### src/rtl/alu_pkg.sv
// alu_pkg: op codes, FSM state encoding and op-class helper for the multicycle ALU
package alu_pkg;
   localparam logic [3:0] OP_ADD = 4'b0000;
   localparam logic [3:0] OP_SUB = 4'b0001;
   localparam logic [3:0] OP_MUL = 4'b0010;
   localparam logic [3:0] OP_DIV = 4'b0011;
   localparam logic [3:0] OP_AND = 4'b0100;
   localparam logic [3:0] OP_OR  = 4'b0101;
   localparam logic [3:0] OP_XOR = 4'b0110;
   localparam logic [3:0] OP_SHL = 4'b0111;
   localparam logic [3:0] OP_SHR = 4'b1000;
   localparam logic [3:0] OP_ROL = 4'b1001;
   localparam logic [3:0] OP_ROR = 4'b1010;
   localparam logic [3:0] OP_ASR = 4'b1011;
   typedef logic [1:0] state_t;
   localparam state_t S_IDLE = 2'd0;
   localparam state_t S_MUL  = 2'd1;
   localparam state_t S_DIV  = 2'd2;
   localparam state_t S_DONE = 2'd3;
   function automatic logic is_iter(input logic [3:0] op);
      return op == OP_MUL || op == OP_DIV;
   endfunction
endpackage

### src/rtl/alu_muldiv_seq.sv
// alu_muldiv_seq: WIDTH-step shift-add multiplier / restoring divider on operand magnitudes
module alu_muldiv_seq import alu_pkg::*; #(
   parameter int WIDTH = 8
) (
   input  logic             clk,
   input  logic             rst,
   input  logic             load,
   input  logic             step,
   input  logic             div,
   input  logic [WIDTH-1:0] a,
   input  logic [WIDTH-1:0] b,
   output logic             done,
   output logic [WIDTH-1:0] lo,
   output logic [WIDTH-1:0] hi
);
   localparam int CW = $clog2(WIDTH);
   logic [WIDTH-1:0] acc_hi, acc_lo, dvs, hi_n, lo_n, a_mag, b_mag;
   logic [WIDTH:0] sum, diff;
   logic [2*WIDTH-1:0] prod;
   logic [CW-1:0] cnt;
   logic is_div, neg_q, neg_r;
   assign a_mag = a[WIDTH-1] ? -a : a;
   assign b_mag = b[WIDTH-1] ? -b : b;
   assign done = step && cnt == CW'(WIDTH-1);
   assign prod = {hi_n, lo_n};
   assign {hi, lo} = is_div ? {neg_r ? -hi_n : hi_n, neg_q ? -lo_n : lo_n} : (neg_q ? -prod : prod);
   // next value of one iteration; outputs are taken from it so the last step lands straight in DONE
   always_comb begin
      sum = {1'b0, acc_hi} + (acc_lo[0] ? {1'b0, dvs} : '0);
      diff = {acc_hi, acc_lo[WIDTH-1]} - {1'b0, dvs};
      hi_n = is_div ? (diff[WIDTH] ? {acc_hi[WIDTH-2:0], acc_lo[WIDTH-1]} : diff[WIDTH-1:0]) : sum[WIDTH:1];
      lo_n = is_div ? {acc_lo[WIDTH-2:0], ~diff[WIDTH]} : {sum[0], acc_lo[WIDTH-1:1]};
   end
   // operand/sign capture on load, then one iteration per step
   always_ff @(posedge clk) begin
      if (rst) begin
         cnt <= '0;
         acc_hi <= '0;
         acc_lo <= '0;
         dvs <= '0;
         is_div <= 1'b0;
         neg_q <= 1'b0;
         neg_r <= 1'b0;
      end else if (load) begin
         cnt <= '0;
         acc_hi <= '0;
         acc_lo <= a_mag;
         dvs <= b_mag;
         is_div <= div;
         neg_q <= a[WIDTH-1] ^ b[WIDTH-1];
         neg_r <= a[WIDTH-1];
      end else if (step) begin
         acc_hi <= hi_n;
         acc_lo <= lo_n;
         cnt <= cnt + 1'b1;
      end
   end
endmodule

### src/rtl/alu_multicycle.sv
// alu_multicycle: start/done ALU with single-cycle ops and iterative signed MUL/DIV
module alu_multicycle import alu_pkg::*; #(
   parameter int WIDTH = 8
) (
   input  logic             clk,
   input  logic             rst,
   input  logic             start,
   input  logic [3:0]       op,
   input  logic [WIDTH-1:0] A,
   input  logic [WIDTH-1:0] B,
   input  logic             cin,
   output logic             busy,
   output logic             done,
   output logic [WIDTH-1:0] result,
   output logic [WIDTH-1:0] result_hi,
   output logic             cout,
   output logic             Z,
   output logic             N,
   output logic             V,
   output logic             dz,
   output logic             err
);
   state_t state;
   logic accept, m_done, b_zero, s_cout, s_v;
   logic [WIDTH-1:0] a_r, m_lo, m_hi, q_lo, q_hi, s_res;
   logic [WIDTH:0] add_s, sub_s;
   assign accept = start && state == S_IDLE;
   assign busy = state != S_IDLE;
   assign done = state == S_DONE;
   assign add_s = {1'b0, A} + {1'b0, B} + {{WIDTH{1'b0}}, cin};
   assign sub_s = {1'b0, A} + {1'b0, ~B} + {{WIDTH{1'b0}}, ~cin};
   assign q_lo = state == S_DIV && b_zero ? '1 : m_lo;
   assign q_hi = state == S_DIV && b_zero ? a_r : m_hi;
   alu_muldiv_seq #(.WIDTH(WIDTH)) u_seq (
      .clk(clk), .rst(rst), .load(accept && is_iter(op)), .step(state == S_MUL || state == S_DIV),
      .div(op == OP_DIV), .a(A), .b(B), .done(m_done), .lo(m_lo), .hi(m_hi)
   );
   // single-cycle datapath; illegal codes fall through to all-zero
   always_comb begin
      s_res = '0;
      s_cout = 1'b0;
      s_v = 1'b0;
      case (op)
         OP_ADD: begin
            {s_cout, s_res} = add_s;
            s_v = A[WIDTH-1] == B[WIDTH-1] && add_s[WIDTH-1] != A[WIDTH-1];
         end
         OP_SUB: begin
            {s_cout, s_res} = sub_s;
            s_v = A[WIDTH-1] != B[WIDTH-1] && sub_s[WIDTH-1] != A[WIDTH-1];
         end
         OP_AND: s_res = A & B;
         OP_OR:  s_res = A | B;
         OP_XOR: s_res = A ^ B;
         OP_SHL: {s_cout, s_res} = {A, 1'b0};
         OP_SHR: {s_res, s_cout} = {1'b0, A};
         OP_ROL: {s_cout, s_res} = {A[WIDTH-1], A[WIDTH-2:0], A[WIDTH-1]};
         OP_ROR: {s_res, s_cout} = {A[0], A};
         OP_ASR: {s_res, s_cout} = {A[WIDTH-1], A};
         default: ;
      endcase
   end
   // FSM; result and flags are loaded only on the edge that enters DONE
   always_ff @(posedge clk) begin
      if (rst) begin
         state <= S_IDLE;
         a_r <= '0;
         b_zero <= 1'b0;
         result <= '0;
         result_hi <= '0;
         cout <= 1'b0;
         Z <= 1'b0;
         N <= 1'b0;
         V <= 1'b0;
         dz <= 1'b0;
         err <= 1'b0;
      end else begin
         case (state)
            S_IDLE: if (start) begin
               a_r <= A;
               b_zero <= B == '0;
               state <= op == OP_MUL ? S_MUL : op == OP_DIV ? S_DIV : S_DONE;
               if (!is_iter(op)) begin
                  result <= s_res;
                  result_hi <= '0;
                  cout <= s_cout;
                  Z <= s_res == '0;
                  N <= s_res[WIDTH-1];
                  V <= s_v;
                  dz <= 1'b0;
                  err <= op[3] & op[2];
               end
            end
            S_MUL, S_DIV: if (m_done) begin
               state <= S_DONE;
               result <= q_lo;
               result_hi <= q_hi;
               cout <= 1'b0;
               Z <= q_lo == '0;
               N <= q_lo[WIDTH-1];
               V <= state == S_MUL && m_hi != {WIDTH{m_lo[WIDTH-1]}};
               dz <= state == S_DIV && b_zero;
               err <= 1'b0;
            end
            default: state <= S_IDLE;
         endcase
      end
   end
endmodule

### config.mk
export PLATFORM = sky130hd
export DESIGN_NAME = alu_multicycle
export DESIGN_NICKNAME = d
export VERILOG_FILES = /design/src/rtl/alu_pkg.sv /design/src/rtl/alu_muldiv_seq.sv /design/src/rtl/alu_multicycle.sv
export SDC_FILE = /design/constraint.sdc
export NUM_CORES = 1
export LEC_CHECK = 0
export ABC_AREA = 1
export CORE_MARGIN = 1.5
export CORE_UTILIZATION = 30
export DETAILED_ROUTE_END_ITERATION = 10
export PLACE_DENSITY_LB_ADDON = 0.15
export RECOVER_POWER = 100
export SETUP_SLACK_MARGIN = 0.02
export SYNTH_ARGS = -nofsm -noshare
export SYNTH_HDL_FRONTEND = slang
export SYNTH_SLANG_ARGS = --single-unit
### constraint.sdc
create_clock -name clk -period 8.76 [get_ports clk]
set_input_delay 2.19 -clock clk [delete_from_list [all_inputs] [get_ports clk]]
set_output_delay 2.19 -clock clk [all_outputs]
set_load 0.02 [all_outputs]
* Yosys cells after proc, flatten, opt, wreduce, memory -nomap -nowiden
Index checks and enable logic that the tools add are counted.
Word-level totals: logic and storage cells 138, bits in latches 0, output and inout bits 24, memories kept 0, memory bits (writable) 0, input bits 24, register bits after elaboration 63, bits in read-only memories 0
Cells by class: equality and inequality tests 23, div/mod/pow operators 0, reduce and logical (&&, ||, !) cells 24, multiplexer cells 53, $lt $le $gt $ge 0, $add $sub $neg 12, shift-type cells 0, $mul 0, bitwise operators 8
Operators by type and width (number):
- two-way mux 8 bit | 18
- one-hot mux 8 bit (10 select lines) | 1
- two-way mux 16 bit | 2
- negation 8 bit | 4
- one-hot mux 8 bit (2 select lines) | 2
- zero test 8 bit | 3
- adder 8 x 8 -> 9 bit | 2
- adder 9 x 1 -> 9 bit | 2
- two-way mux 1 bit | 18
- equality test 4 x 3 -> 1 bit (second input constant) | 4
- equality test 4 bit (second input constant) | 4
- negation 16 bit | 1
- one-hot mux 1 bit (2 select lines) | 7
- adder 8 x 9 -> 9 bit | 1
- subtractor 9 x 8 -> 9 bit | 1
- AND 8 bit | 1
- equality test 4 x 2 -> 1 bit (second input constant) | 2
- inequality test 8 bit | 1
- inverter 8 bit | 1
- bitwise OR 8 bit | 1
- bitwise XOR 8 bit | 1
- logical AND 1 bit | 7
- two-way mux 2 bit | 3
- inequality test 2 bit (second input constant) | 3
- 20 further kinds | 30

* Depth between registers and ports, before layout
word-level depth 10, depth in mapped cells 30

* Modules after synthesis
A second synthesis with hierarchy kept.
Second synthesis, totals: cells, all modules 986, area total of the unflattened synthesis 6194.7 um^2
Modules (own cells, without submodules):
- alu_muldiv_seq | area an instance 3099.2 um^2, times used 1, cells each 492
- alu_multicycle | area an instance 3095.5 um^2, times used 1, cells each 494

* Worst setup path after synthesis
OpenSTA, ideal clock, no wires.
path type input-to-reg, start input port A[0], end register Z, arrival 4.194 ns, slack 4.450 ns, stages on the path 19, path buffers 0, cells stage by stage inv_1 -> fa_1 -> inv_1 -> fa_1 -> nand2_1 -> nand2_1 -> a21oi_1 -> or2_2 -> nand2_1 -> nand2_1 -> nand2_1 -> xor2_1 -> nand2_1 -> nand3_1 -> nand2_1 -> nand4_1 -> a21oi_1 -> o21ai_0 -> inv_1
Between the ends: cells in the longest elaborated chain, start to end 7, elaborated cells on any way between the ends 12, those cells by class add/sub (4); mux (4); bitwise (3); reduce/logical (1)
Ends and longest elaborated chain:
- start, declared | line alu_multicycle.sv:9 | input logic [WIDTH-1:0] A,
- adder 8 x 8 -> 9 bit, on equally long branches | line alu_multicycle.sv:31, alu_multicycle.sv:30
- adder 9 x 1 -> 9 bit, on equally long branches | line alu_multicycle.sv:31, alu_multicycle.sv:30
- one-hot mux 8 bit (10 select lines) (*) | line alu_multicycle.sv:43 | case (op)
- zero test 8 bit (*) | line alu_multicycle.sv:87 | Z <= s_res == '0;
- two-way mux 1 bit (*) | line alu_multicycle.sv:83 | if (!is_iter(op)) begin
- two-way mux 1 bit (*) | line alu_multicycle.sv:79 | S_IDLE: if (start) begin
- one-hot mux 1 bit (2 select lines) (*) | line alu_multicycle.sv:78 | case (state)
- end signal, assigned | line alu_multicycle.sv:72 | Z <= 1'b0;
- end signal, assigned | line alu_multicycle.sv:87
- end signal, assigned | line alu_multicycle.sv:99 | Z <= q_lo == '0;
- end, declared | line alu_multicycle.sv:17 | output logic Z,
Mark *: on every way between the ends. The rest lies on a longest branch, timed or not. The select of a mux whose other input is x is not followed. A chain may end at the register's enable or synchronous reset.

* Worst setup path after layout
Same ends and word-level chain as after synthesis.

==> impl_metrics.csv <==
group,metric,value,unit
routing,wire_per_inst,16.14,um
clocking,cts.clk_slew.worst_paths,0.06,ns
floorplanning,die_x,142.7,um
logic_synthesis,synth_top_area_share,21.21,%
cells_and_area,area_growth,16.30,%
floorplanning,io_pins,48,
worst_setup_path,reg2reg_from,"u_seq.acc_lo[7]",
min_path,worstHoldPathType,"flop to flop",
logic_synthesis,yosysTopAreaCell,"dfxtp_1",
logic_synthesis,synthTopCellsByArea,"dfxtp_1, nand2_1, ha_1",
timing,rsz0062_at_grt,"false",
clocking,htree_num_levels,3,
routing,first_pass_iters,5,
floorplanning,die_area,20350,sq um
logic_synthesis,ys_seq_area_share,21.21,%
clocking,cts-root-buf,"clkbuf_16",
clocking,cts_sinks,62,
power_and_ir_drop,cellLeakagePower,3.270,nW
clocking,cts_resized,0,
clocking,cts_buffers,9,
timing,whs,0.4591,ns
logic_synthesis,avgSynthCellArea,6.415,sq um
cells_and_area,post_layout_nonfiller_instances,1210,
worst_setup_path,worstPathArrival,5.41,ns
worst_setup_path,start_kind,"primary input",
placed_design,dp_hpwl,15500,um
routing,via_count,5982,
global_routing,grt_overflow_total,0,
routing,drt_iter0_markers,354,
timing,slew_violations,32,
clocking,clock_latency,0.34,ns
worst_setup_path,required,9.05,ns
cells_and_area,antenna_cells,0,
cells_and_area,design_area,6804,sq um
clocking,post-cts-setup-buffers,0,
worst_setup_path,crit_fanout,7,
worst_setup_path,crit_end,"Z",
power_and_ir_drop,powerDensity,269.2,nW/um^2
cells_and_area,fin_nets,1028,
worst_setup_path,worstSetupPathType,"primary input to flop",
worst_setup_path,crit_start,"A[0]",
placed_design,dp_cells,1194,
routing,ant_nets,0,
timing,setup_tns,0,ns
timing,min_period,5.122,ns
timing,fin_skew,0.006056,ns
timing,worst_pin_slew,1.701,ns
logic_synthesis,synth_cell_types,55,
logic_synthesis,syn_inst,912,
timing,max_freq,195.2,MHz
global_routing,antenna_found_initial,0,
clocking,clockBufferDepth,2,
cells_and_area,register_area,1241,sq um
power_and_ir_drop,ir_worst_vdd,134.4,uV
routing,drc,0,
cells_and_area,layout-drive-gt1-share,7.053,%
power_and_ir_drop,p_total,1.832,mW
placed_design,placement.cell_area,6535,sq um
global_routing,grt_use_total,19.88,%
floorplanning,rows,50,
logic_synthesis,syn_area,5851,sq um
worst_setup_path,r2r_setup_slack,4.75,ns
floorplanning,dieHeight,142.7,um
clocking,tritoncts,"yes",
placed_design,portBuffers,47,
global_routing,grt_pass1_wl,31150,um
clocking,postCtsHoldBufs,0,
cells_and_area,fillers,2163,
timing,hold_viol,0,
floorplanning,start_util,30.97,%
worst_setup_path,r2r_cells,29,
floorplanning,coreArea,18890,sq um
logic_synthesis,ys_seq_elements,62,
routing,routed_wl,19530,um
outcome,status,"finished with violations",
worst_setup_path,r2r-end,"V",
logic_synthesis,yosysWarningCount,0,
routing,viasPerCell,4.944,
timing,slew_headroom,-13.41,%
outcome,violations,"capacitance limit, slew limit",
cells_and_area,multi_input_area,3925,sq um
timing,timing.final.crit_share,58.47,%
global_routing,grt_pass1_vias,5775,
logic_synthesis,synth_nets,995,
run,maxCapViolCount,1,
placed_design,gp_congestion,0.8856,
worst_setup_path,end_kind,"flop",
timing,setup_violations,0,
global_routing,grt_start_max_net_pins,36,
[critical path, cell delays in order]
cell and delay, ns:
dlygate4sd3_1 0.69, inv_1 0.23, fa_1 0.46, inv_1 0.09, fa_1 0.42, nand2_1 0.08, o21ai_0 0.08, o41ai_1 0.55
nand4_1 0.15, nor2_1 0.12, nand4_1 0.08, a21oi_1 0.12, o21ai_0 0.09, inv_1 0.06
[worst min path at each step]
stage                      start      endpoint  slack (ns)  cells past startpoint
global placement    u_seq.cnt[1]  u_seq.cnt[1]        0.46                      2
global route                  dz            dz        0.49                      2
CTS                           dz            dz        0.47                      2
floorplan           u_seq.cnt[1]  u_seq.cnt[1]        0.44                      2
detailed placement          cout          cout        0.46                      2
finish                        dz            dz        0.46                      2
[state kept, by name (all words and copies together), names as in the netlist, 2 cells and up]
name / cells
state: 2
u_seq.acc_lo: 8
u_seq.acc_hi: 8
result_hi: 8
result: 8
u_seq.cnt: 3
a_r: 8
u_seq.dvs: 8
[cells in the final DEF (no fill, tap or decap), types with 18 or more instances in the layout]
cell type / Yosys / routed
clkdlybuf4s50_1: 0 / 18
o21ai_0: 69 / 69
dfxtp_1: 62 / 62
a21oi_1: 67 / 67
nand3_1: 80 / 80
ha_1: 53 / 53
dlygate4sd3_1: 0 / 29
nor2_1: 61 / 61
nand2_1: 203 / 203
inv_1: 133 / 133
[Yosys cell counts (all sizes together)]
master / number
o2bb2ai: 1
nand3: 87
o221ai: 2
a31oi: 12
o21ai: 78
nand4: 8
nor2: 66
and2: 2
a211oi: 8
or2: 4
nand3b: 4
clkinv: 1
clkbuf: 17
a21o: 1
nor4: 1
o41ai: 1
a221oi: 4
a22oi: 2
o21bai: 1
o2111ai: 2
nand2b: 1
xor2: 12
nor3: 10
inv: 143
ha: 53
a21oi: 70
nand2: 214
fa: 6
o21a: 3
buf: 12
o211ai: 8
xnor2: 3
o22ai: 10
o31ai: 3
dfxtp: 62
[report_power, final]
| group | internal, mW | switching [mW] | total (mW) |
|---|---|---|---|
| registers | 0.348 | 0.0602 | 0.408 |
| clock network | 0.197 | 0.134 | 0.331 |
| logic | 0.362 | 0.731 | 1.09 |
| total | 0.907 | 0.925 | 1.83 |
[routing by layer]
layer  up-vias  GRT usage, %  part of all wire [%]
met2       127         33.52                    47
met4         0         5.534                   1.9
met5         -             0                     0
met3        24         3.085                   3.2
li1       3072             -                     -
met1      2759         26.26                    48
[area by class of cell]
cell class / count / share of cell area (%)
repair buffers: 51 / 7.245
clock inverters: 6 / 0.5517
inverters: 144 / 7.981
flip-flops and latches: 62 / 18.24
clock buffers: 10 / 3.512
multi-input cells: 677 / 57.69
well taps: 260 / 4.781
[metrics by stage]
step / util [%] / setup slack (ns)
5_1_grt: 36.01 / 3.409
3_3_place_gp: 34.59 / 3.369
6_report: 36.01 / 3.638
2_1_floorplan: - / 4.450
3_5_place_dp: 34.59 / 3.357
4_1_cts: 36.05 / 3.706
[cells by family after synthesis]
group	after synthesis	share of synthesized area, %
adder cells (fa/ha/maj)	59	13.39
buffers and inverters	173	11.70
AO/OA/AOI/OAI	206	20.51
flip-flops	62	21.21
AND/OR/NAND/NOR	397	30.95
XOR/XNOR	15	2.246
Note: power is estimated with default switching activity, not from simulation.
